$ cat src/rtl/ti_sbox_delta_stage.sv
// 5-share TI stage computing shares of the GF(2^4) norm mu*A^2 ^ A*B ^ B^2 ahead of the shared inverter.
// The output register doubles as the glitch barrier between the nonlinear layers.
module ti_sbox_delta_stage #(
    parameter logic [3:0] MU = 4'h8
) (
    input  logic        clk,
    input  logic        rst,
    input  logic        in_valid,
    output logic        in_ready,
    input  logic [7:0]  in_data_1,
    input  logic [7:0]  in_data_2,
    input  logic [7:0]  in_data_3,
    input  logic [7:0]  in_data_4,
    input  logic [7:0]  in_data_5,
    input  logic [19:0] rnd,
    output logic        out_valid,
    input  logic        out_ready,
    output logic [3:0]  out_delta_1,
    output logic [3:0]  out_delta_2,
    output logic [3:0]  out_delta_3,
    output logic [3:0]  out_delta_4,
    output logic [3:0]  out_delta_5,
    output logic [3:0]  out_hi_1,
    output logic [3:0]  out_hi_2,
    output logic [3:0]  out_hi_3,
    output logic [3:0]  out_hi_4,
    output logic [3:0]  out_hi_5,
    output logic [3:0]  out_lo_1,
    output logic [3:0]  out_lo_2,
    output logic [3:0]  out_lo_3,
    output logic [3:0]  out_lo_4,
    output logic [3:0]  out_lo_5
);
    localparam int NUM_SHARES = 5;

    function automatic logic [1:0] gf4_mul(input logic [1:0] a, input logic [1:0] b);
        return {a[1] & b[1] ^ a[1] & b[0] ^ a[0] & b[1], a[1] & b[1] ^ a[0] & b[0]};
    endfunction

    function automatic logic [1:0] gf4_mul_w(input logic [1:0] a);
        return {a[1] ^ a[0], a[1]};
    endfunction

    function automatic logic [1:0] gf4_sq(input logic [1:0] a);
        return {a[1], a[1] ^ a[0]};
    endfunction

    function automatic logic [3:0] gf16_mul(input logic [3:0] x, input logic [3:0] y);
        logic [1:0] hh;
        hh = gf4_mul(x[3:2], y[3:2]);
        return {hh ^ gf4_mul(x[3:2], y[1:0]) ^ gf4_mul(x[1:0], y[3:2]),
                gf4_mul_w(hh) ^ gf4_mul(x[1:0], y[1:0])};
    endfunction

    function automatic logic [3:0] gf16_sq(input logic [3:0] x);
        logic [1:0] hs;
        hs = gf4_sq(x[3:2]);
        return {hs, gf4_mul_w(hs) ^ gf4_sq(x[1:0])};
    endfunction

    // Lowest share index not touched by either operand; keeps cross terms non-complete.
    function automatic int other_share(input int j, input int k);
        int sel;
        sel = 0;
        for (int m = NUM_SHARES - 1; m >= 0; m--)
            if (m != j && m != k) sel = m;
        return sel;
    endfunction

    logic [NUM_SHARES-1:0][7:0] din;
    logic [NUM_SHARES-1:0][3:0] r_nib;
    logic [NUM_SHARES-1:0][3:0] d_pre;
    logic [NUM_SHARES-1:0][3:0] d_ref;
    logic [NUM_SHARES-1:0][3:0] delta_q, hi_q, lo_q;
    logic                       valid_q;
    logic                       xfer;

    assign din   = {in_data_5, in_data_4, in_data_3, in_data_2, in_data_1};
    assign r_nib = rnd;

    always_comb begin
        d_pre = '0;
        for (int j = 0; j < NUM_SHARES; j++) begin
            d_pre[(j + 1) % NUM_SHARES] ^= gf16_mul(MU, gf16_sq(din[j][7:4])) ^ gf16_sq(din[j][3:0]);
            for (int k = 0; k < NUM_SHARES; k++) begin
                if (j == k)
                    d_pre[(j + 1) % NUM_SHARES] ^= gf16_mul(din[j][7:4], din[k][3:0]);
                else
                    d_pre[other_share(j, k)] ^= gf16_mul(din[j][7:4], din[k][3:0]);
            end
        end
    end

    // Each r_n lands in shares n and n+1 (cyclically), so the refresh sums to zero.
    always_comb begin
        d_ref = '0;
        for (int n = 0; n < NUM_SHARES; n++)
            d_ref[n] = d_pre[n] ^ r_nib[n] ^ r_nib[(n + NUM_SHARES - 1) % NUM_SHARES];
    end

    assign in_ready = !valid_q || out_ready;
    assign xfer     = in_valid && in_ready;

    always_ff @(posedge clk) begin
        if (rst) begin
            valid_q <= 1'b0;
            delta_q <= '0;
            hi_q    <= '0;
            lo_q    <= '0;
        end else if (xfer) begin
            valid_q <= 1'b1;
            delta_q <= d_ref;
            for (int n = 0; n < NUM_SHARES; n++) begin
                hi_q[n] <= din[n][7:4];
                lo_q[n] <= din[n][3:0];
            end
        end else if (out_ready) begin
            valid_q <= 1'b0;
        end
    end

    assign out_valid = valid_q;
    assign {out_delta_5, out_delta_4, out_delta_3, out_delta_2, out_delta_1} = delta_q;
    assign {out_hi_5, out_hi_4, out_hi_3, out_hi_2, out_hi_1} = hi_q;
    assign {out_lo_5, out_lo_4, out_lo_3, out_lo_2, out_lo_1} = lo_q;
endmodule

$ cat config.mk
export PLATFORM = sky130hd
export DESIGN_NAME = ti_sbox_delta_stage
export DESIGN_NICKNAME = d
export VERILOG_FILES = /design/src/rtl/ti_sbox_delta_stage.sv
export SDC_FILE = /design/constraint.sdc
export NUM_CORES = 1
export LEC_CHECK = 0
export CAP_MARGIN = 40
export CORE_AREA = 2 2 140 142
export CTS_CLUSTER_DIAMETER = 30
export DETAILED_ROUTE_END_ITERATION = 10
export DIE_AREA = 0 0 142 144
export PLACE_DENSITY = 0.76
export SLEW_MARGIN = 5
export SYNTH_ARGS = -nofsm -noshare
export SYNTH_HDL_FRONTEND = slang
export SYNTH_SLANG_ARGS = --single-unit
$ cat constraint.sdc
create_clock -name clk -period 8.7 [get_ports clk]
set_input_delay 1.74 -clock clk [delete_from_list [all_inputs] [get_ports clk]]
set_output_delay 1.74 -clock clk [all_outputs]
set_load 0.05 [all_outputs]
==> results of run 1 <==
==> routing by layer <==
metal  part of all wire  vias up  global-route usage
met4              0.043        0               0.125
met3              0.075       74              0.0371
met2               0.48      400               0.467
met1               0.40     3908               0.335
li1                   -     3899                   -
met5                  0        -                   0
==> final timing paths <==
path | to | cells past startpoint | slack (ps)
setup / recovery | in_ready | 3 | 3800
hold / removal | out_delta_5[1]$_SDFFE_PP0P_ | 2 | 450
hold reg to reg | out_delta_5[1]$_SDFFE_PP0P_ | 2 | 450
setup reg to reg | out_lo_2[2]$_SDFFE_PP0P_ | 5 | 7040
==> cell usage in the layout (no fill, tap or decap), drive strengths merged, types with 4 or more instances in the layout <==
cell type / n
mux2: 8
buf: 36
dfxtp: 61
nand3: 14
nor2b: 14
clkdlybuf4s50: 124
xnor2: 220
nand2: 184
nor3b: 10
nand2b: 25
o211ai: 10
a22oi: 22
nor2: 60
nor3: 8
or3b: 4
mux2i: 32
a21oi: 98
clkbuf: 12
xor2: 72
a2bb2oi: 4
nand3b: 6
xnor3: 8
o22ai: 9
a211oi: 15
inv: 23
o21ai: 80
and3: 5
==> cell families after synthesis <==
| kind of cell | count (synthesis) |
|---|---|
| multiplexers | 40 |
| AND/OR/NAND/NOR | 339 |
| XOR/XNOR | 301 |
| flip-flops | 61 |
| buffers and inverters | 138 |
| AO/OA/AOI/OAI | 264 |
==> cell type report <==
class | count | area share
clock buffers | 12 | 0.0252
clock inverters | 4 | 0.00485
inverters | 24 | 0.00971
multi-input cells | 944 | 0.644
flip-flops and latches | 61 | 0.125
well taps | 238 | 0.0304
repair buffers | 160 | 0.161
==> critical path: cells and delay by family <==
kind                   cells  cell delay, ps
buffers and inverters      2            1270
AND/OR/NAND/NOR            1             160
==> power groups by stage <==
stage               sequential [mW]  clock, mW  combinational, mW
floorplan                     0.449          0              0.686
global placement              0.342          0               1.02
detailed placement            0.343          0               1.04
CTS                           0.337      0.365               1.04
global route                  0.339      0.378               1.12
finish                        0.337      0.359               1.05
==> flow_summary.json, run 1 <==
{
  "status": "finished clean",
  "yosysMostFrequentCell": "xnor2_1",
  "routedWlPerCell_um": 19.6,
  "grt_pass1_wl_um": 42500,
  "cts_resized": 0,
  "total_power_mw": 1.74,
  "slew_headroom": 0.406,
  "core_sq_mm": 0.0191,
  "syn-instance-count": 1143,
  "worst_pin_slew_ps": 888,
  "rsz0062_at_grt": "no",
  "synth_top_area_cell": "xnor2_1",
  "synth_cell_types": 55,
  "path_class": "in2out",
  "hold_path.class": "reg2reg",
  "synth.cell_area_sq_mm": 0.00814,
  "io_pins": 126,
  "syn_avg_cell_area_sq_um": 7.12,
  "die_x_um": 142,
  "dpl-instance-area_sq_mm": 0.00950,
  "dpl.cell_count": 1427,
  "antenna_left": 0,
  "switchingPower_uw": 723,
  "initial_core_util": 0.427,
  "clk_path_buf_depth": 2,
  "reg2reg_from": "out_valid$_SDFFE_PP0P_",
  "wl_um": 28300,
  "gr-usage-all-layers": 0.271,
  "remaining_drc_errors": 0,
  "post_cts_buffers": 0,
  "ff_latch_area_sq_mm": 0.00122,
  "fin_ws_ps": 3800,
  "worstSetupEndpointType": "output port",
  "root_buffer": "clkbuf_16",
  "ys.flop_type": "dfxtp_1",
  "slew_viol_final": 0,
  "synthAdderAreaFrac": 0,
  "critPathMaxFanout": 4,
  "worstSetupStartpointType": "input port",
  "p_clk_frac": 0.206,
  "rows": 51,
  "cp_data_arrival_time_ps": 3160,
  "grt_start_max_net_pins": 71,
  "synth_common_cells": "xnor2_1, nand2_1, a21oi_1",
  "fin_area_sq_mm": 0.00979,
  "multiInputGateArea_sq_mm": 0.00631,
  "cts.htree.levels": 3,
  "synth_edf_count": 0,
  "power.leakage_nw": 3.63,
  "hpwl_um": 19800,
  "clk_pin_slew_ps": 50,
  "nets": 1264,
  "setup-violations-final": 0,
  "period_minus_slack_ps": 4900,
  "post-place-ws_ps": 3580,
  "fmax_mhz": 204,
  "synth-seq-cells": 61,
  "yosys.area_share.simple": 0.187,
  "fin_util": 0.513,
  "viasPerCell": 5.74,
  "cts_hold_buf": 0,
  "initialDrtViolationCount": 878,
  "p_sw_frac": 0.415,
  "pwr-share-seq": 0.193,
  "grt_pass1_vias": 7481,
  "first_pass_iters": 6,
  "cts_tree": "built",
  "powerDensity_mw_per_mm2": 178,
  "tns_ps": 0,
  "dieHeight_um": 144,
  "ys_top_cells_by_area": "xnor2_1, dfxtp_1, nand2_1, xor2_1, a21oi_1",
  "worstSkewPairLatency_ps": 340,
  "die_area_sq_mm": 0.0204,
  "drive_gt1_frac": 0.0606,
  "yosysSeqAreaShare": 0.150,
  "combPwrFrac": 0.601,
  "hold_start": "out_delta_5[1]$_SDFFE_PP0P_",
  "num-fill-cells": 1833,
  "skew_ps": 6.95,
  "muxShareOfSynthArea": 0.0504,
  "cts_buffers": 9,
  "vias": 8281,
  "area_growth_pct": 20.3,
  "cp.required_ps": 6960,
  "num_antenna_cells": 0,
  "finalCritPeriodShare": 0.564,
  "cpMaxStageDelayCell": "clkdlybuf4s50_1",
  "cap_violations": 0,
  "async_flop_share": 0,
  "netlist.area_leader.share": 0.231,
  "syn_nets": 1207,
  "path_cells": "clkdlybuf4s50_1, nand2b_1, clkdlybuf4s50_1",
  "whs_ps": 449,
  "p_int_mw": 1.02,
  "slowest_delay_ps": 820,
  "path_common_cell": "clkdlybuf4s50_1",
  "yosys_warnings": 0,
  "synth_top_family_by_area": "XOR/XNOR gates",
  "cp-startpoint": "out_ready",
  "fin_cells": 1443,
  "clock_sinks": 61,
  "synth_xor_area_frac": 0.345,
  "antenna_found_initial": 0,
  "hold_viol": 0,
  "finalWeightedCongestion": 0.967,
  "vdd_ir_drop_max_uv": 67.5,
  "io_buffer_count": 125,
  "synth_compound_area_frac": 0.193,
  "overflow": 0
}
No activity file was read; power rests on OpenSTA's default activity.
==> run 2: changes to the inputs <==
==> constraint.sdc (replaced) <==
create_clock -name clk -period 4.75 [get_ports clk]
set_input_delay 0.95 -clock clk [delete_from_list [all_inputs] [get_ports clk]]
set_output_delay 0.95 -clock clk [all_outputs]
set_load 0.05 [all_outputs]
==> run 2 against run 1 <==
  * Clock power is 66% higher
  * Cell count is 1.2% higher
  * Power is 80% higher
  * Via count is 1.2% higher
  * Clock skew hardly changed
  * Routed wire length is 2.6% higher
  * Worst hold slack better by 4.2 ps
  * Critical path type is now in2reg
  * Sequential cell count stayed put
==> flow_summary.json, run 2 (synthesized netlist as in run 1, its figures left out) <==
{
  "setup-violations-final": 0,
  "skew_ps": 7.03,
  "final_cell_mix": "xnor2_1, nand2_1, clkdlybuf4s50_1",
  "antenna_left": 0,
  "dpl.cell_count": 1447,
  "clock_sinks": 61,
  "worstSkewPairLatency_ps": 340,
  "viasPerCell": 5.73,
  "hold_viol": 0,
  "fmax_mhz": 264,
  "status": "finished clean",
  "hold_path.class": "reg2reg",
  "overflow": 0,
  "initialDrtViolationCount": 747,
  "die_x_um": 142,
  "vdd_ir_drop_max_uv": 141,
  "finalWeightedCongestion": 0.950,
  "gr-usage-all-layers": 0.279,
  "post_cts_buffers": 0,
  "cts_tree": "built",
  "final_common_cell": "xnor2_1",
  "cp.required_ps": 5010,
  "tns_ps": 0,
  "routedWlPerCell_um": 19.9,
  "hpwl_um": 21600,
  "fin_area_sq_mm": 0.00986,
  "cts_resized": 0,
  "dpl-instance-area_sq_mm": 0.00959,
  "root_buffer": "clkbuf_16",
  "rows": 51,
  "area_growth_pct": 21.1,
  "die_area_sq_mm": 0.0204,
  "power.leakage_nw": 3.70,
  "remaining_drc_errors": 0,
  "clk_path_buf_depth": 2,
  "finalCritPeriodShare": 0.798,
  "cts_hold_buf": 0,
  "initial_core_util": 0.427,
  "drive_gt1_frac": 0.0760,
  "nets": 1284,
  "total_power_mw": 3.14,
  "core_sq_mm": 0.0191,
  "period_minus_slack_ps": 3790,
  "grt_pass1_vias": 7778,
  "worstSetupEndpointType": "flop",
  "fin_cells": 1461,
  "cap_violations": 0,
  "wl_um": 29000,
  "clk_pin_slew_ps": 60,
  "cts_buffers": 9,
  "slew_headroom": 0.386,
  "powerDensity_mw_per_mm2": 319,
  "grt_start_max_net_pins": 39,
  "num_antenna_cells": 0,
  "critPathMaxFanout": 12,
  "slew_viol_final": 0,
  "path_class": "in2reg",
  "worst_pin_slew_ps": 918,
  "grt_pass1_wl_um": 43800,
  "vias": 8378,
  "rsz0062_at_grt": "no",
  "io_buffer_count": 125,
  "dieHeight_um": 144,
  "cts.htree.levels": 3,
  "post-place-ws_ps": 629,
  "first_pass_iters": 8,
  "worstSetupStartpointType": "input port",
  "io_pins": 126,
  "cp_data_arrival_time_ps": 4050,
  "fin_ws_ps": 959,
  "antenna_found_initial": 0
}
[run 2: cell count changes in the layout (fill, tap and decap cells not counted), sizes merged]
cell	delta
clkinv	+1
bufinv	-1
buf	+20
clkbuf	-2
[run 2: layout make-up]
class	instances	area, sq um
Timing Repair Buffer	180	1670
Tap cell	238	298
Fill cell	1837	9220
Inverter	24	95.1
Sequential cell	61	1220
Clock buffer	10	239
Multi-Input combinational cell	944	6310
Clock inverter	4	26.3
[run 2: per-stage QoR]
step                      hold WS (ps)   util
final                              453  0.517
after global routing               469  0.517
after CTS                          454  0.517
after detailed placement           447  0.503
after global placement             442  0.502
after floorplan                    671      -
[run 2: worst paths after layout]
check	startpoint	depth (start not counted)	end	slack, ps
worst max-delay path	in_data_5[3]	11	out_delta_1[3]$_SDFFE_PP0P_	960
worst min-delay path	out_delta_3[2]$_SDFFE_PP0P_	2	out_delta_3[2]$_SDFFE_PP0P_	450
worst max register to register	out_valid$_SDFFE_PP0P_	5	out_lo_5[3]$_SDFFE_PP0P_	2880
worst min register to register	out_delta_3[2]$_SDFFE_PP0P_	2	out_delta_3[2]$_SDFFE_PP0P_	450
[run 2: worst max-delay path, stage by stage]
cell	delay, ps
clkdlybuf4s50_1	790
buf_4	300
xor2_1	320
mux2i_1	230
a22oi_1	120
xnor2_1	300
xnor2_2	90
xnor2_1	230
xnor3_1	370
xnor2_1	150
a211oi_2	200
[run 2: where the power goes]
part | switching (mW) | internal (mW) | total (mW)
combinational | 1.05 | 0.882 | 1.93
sequential | 0.0458 | 0.574 | 0.620
clock | 0.237 | 0.360 | 0.596
total | 1.33 | 1.82 | 3.14
[run 2: routing by layer]
metal / GRT usage / vias up / routed length, um
li1: - / 3933 / -
met1: 0.354 / 3914 / 11700
met2: 0.456 / 429 / 13400
met3: 0.0467 / 102 / 2360
met4: 0.147 / 0 / 1580
met5: 0 / - / 0
==> run 3: changes to the inputs <==
==> constraint.sdc (replaced) <==
create_clock -name clk -period 3.6 [get_ports clk]
set_input_delay 0.72 -clock clk [delete_from_list [all_inputs] [get_ports clk]]
set_output_delay 0.72 -clock clk [all_outputs]
set_load 0.05 [all_outputs]
==> run 3 against run 2 <==
  * Routed wire length is essentially flat
  * Count of clock-buffer cells in the layout rose by 1
  * Register-to-register slack got worse by 1100 ps
  * Via count grew 1.2%
  * Sequential cell count unchanged
  * Core utilization grew 3.6 points
  * Combinational power increased by 38%
  * Worst hold slack worse by 2.6 ps
  * Sequential share of layout area is 0.80 points lower
  * Sequential power rose by 32%
  * Critical path depth stayed put
  * Final area grew 6.9%
  * Critical endpoint unchanged
  * Largest power group unchanged
==> flow_summary.json, run 3 (synthesized netlist as in run 1, its figures left out) <==
{
  "wl_um": 29000,
  "path_cells": "clkdlybuf4s50_1, buf_12, xnor2_1, a21oi_1, o21ai_0, xnor2_1, xnor3_1, xnor2_1, xnor2_2, xnor2_1, a211oi_2",
  "setup-violations-final": 0,
  "clk_path_buf_depth": 2,
  "power.leakage_nw": 4.07,
  "path_common_cell": "xnor2_1",
  "p_sw_frac": 0.398,
  "cp-startpoint": "in_data_3[2]",
  "rr_worst_depth": 5,
  "dpl-instance-area_sq_mm": 0.0102,
  "hold_viol": 0,
  "worstSetupEndpointType": "flop",
  "vdd_ir_drop_max_uv": 196,
  "clock_sinks": 61,
  "combPwrFrac": 0.601,
  "num_antenna_cells": 0,
  "slew_headroom": 0.439,
  "nets": 1340,
  "cp_data_arrival_time_ps": 3460,
  "die_x_um": 142,
  "fmax_mhz": 305,
  "cap_violations": 0,
  "pwr-share-seq": 0.184,
  "cp.required_ps": 3780,
  "slowest_delay_ps": 540,
  "overflow": 0,
  "rows": 51,
  "cts_buffers": 9,
  "io_pins": 126,
  "whs_ps": 451,
  "clk_pin_slew_ps": 50,
  "cts_hold_buf": 0,
  "antenna_found_initial": 1,
  "gr-usage-all-layers": 0.283,
  "crit_path_end": "out_delta_1[3]$_SDFFE_PP0P_",
  "p_int_mw": 2.68,
  "die_area_sq_mm": 0.0204,
  "remaining_drc_errors": 0,
  "hold_path.class": "reg2reg",
  "grt_start_max_net_pins": 40,
  "dieHeight_um": 144,
  "initialDrtViolationCount": 817,
  "status": "finished clean",
  "fin_area_sq_mm": 0.0105,
  "grt_pass1_vias": 7819,
  "critPathMaxFanout": 22,
  "total_power_mw": 4.44,
  "area_growth_pct": 29.5,
  "fin_cells": 1519,
  "worst_pin_slew_ps": 840,
  "core_sq_mm": 0.0191,
  "dpl.cell_count": 1503,
  "period_minus_slack_ps": 3280,
  "finalWeightedCongestion": 0.997,
  "rrSetupSlack_ps": 1770,
  "fin_util": 0.552,
  "final_common_cell": "xnor2_1",
  "switchingPower_mw": 1.77,
  "initial_core_util": 0.427,
  "worstSetupStartpointType": "input port",
  "hpwl_um": 22200,
  "skew_ps": 6.14,
  "final_cell_mix": "xnor2_1, nand2_1, clkdlybuf4s50_1",
  "cts_resized": 0,
  "grt_pass1_wl_um": 44300,
  "finalCritPeriodShare": 0.911,
  "io_buffer_count": 125,
  "rr_endpoint": "out_hi_3[1]$_SDFFE_PP0P_",
  "viasPerCell": 5.58,
  "first_pass_iters": 6,
  "path_class": "in2reg",
  "routedWlPerCell_um": 19.1,
  "drive_gt1_frac": 0.118,
  "powerDensity_mw_per_mm2": 422,
  "root_buffer": "clkbuf_16",
  "cpMaxStageDelayCell": "clkdlybuf4s50_1",
  "cts.htree.levels": 3,
  "slew_viol_final": 0,
  "cts_tree": "built",
  "reg2reg_from": "out_valid$_SDFFE_PP0P_",
  "worstSkewPairLatency_ps": 330,
  "p_clk_frac": 0.215,
  "post_cts_buffers": 0,
  "antenna_left": 0,
  "rsz0062_at_grt": "no",
  "vias": 8480
}
==> run 3: area by class of cell <==
cell class / count / area (sq um)
clock buffer: 11 / 253
clock inverter: 5 / 81.3
fill: 1813 / 8540
inverter: 24 / 95.1
multi-input combinational: 944 / 6310
sequential: 61 / 1220
tap: 238 / 298
timing repair buffer: 236 / 2280
==> run 3: critical path, delay by kind of cell <==
kind	cells	cell delay (ps)
buffers and inverters	2	750
AOI/OAI and AO/OA	3	500
xor gates and xnor gates	6	1480
==> run 3: metrics by stage <==
stage / setup TNS, ps / setup WS, ps
after global routing: 0 / 154
after CTS: 0 / 325
after detailed placement: -15.6 / -14.3
after floorplan: 0 / 619
after global placement: 0 / 31.2
final: 0 / 322
==> run 3: per-layer routing <==
| metal | part of all wire | global-route usage |
|---|---|---|
| met4 | 0.038 | 0.108 |
| met3 | 0.078 | 0.0510 |
| met5 | 0.00052 | 0 |
| met1 | 0.41 | 0.359 |
| met2 | 0.47 | 0.480 |
==> run 3: worst min-delay path by stage <==
stage / start / to / slack, ps / depth (start not counted)
2_1_floorplan: out_delta_1[1]$_SDFFE_PP0P_ / out_delta_1[1]$_SDFFE_PP0P_ / 670 / 2
3_3_place_gp: out_delta_5[1]$_SDFFE_PP0P_ / out_delta_5[1]$_SDFFE_PP0P_ / 440 / 2
3_5_place_dp: out_lo_5[3]$_SDFFE_PP0P_ / out_lo_5[3]$_SDFFE_PP0P_ / 450 / 2
4_1_cts: out_lo_5[3]$_SDFFE_PP0P_ / out_lo_5[3]$_SDFFE_PP0P_ / 450 / 2
5_1_grt: out_lo_5[2]$_SDFFE_PP0P_ / out_lo_5[2]$_SDFFE_PP0P_ / 470 / 2
6_report: out_lo_5[2]$_SDFFE_PP0P_ / out_lo_5[2]$_SDFFE_PP0P_ / 450 / 2
==> run 3: power groups by stage <==
stage | combinational (mW) | sequential [mW] | clock, mW
2_1_floorplan | 1.66 | 1.08 | 0
3_3_place_gp | 2.62 | 0.827 | 0
3_5_place_dp | 2.65 | 0.830 | 0
4_1_cts | 2.66 | 0.816 | 0.965
5_1_grt | 2.85 | 0.826 | 0.997
6_report | 2.67 | 0.817 | 0.958
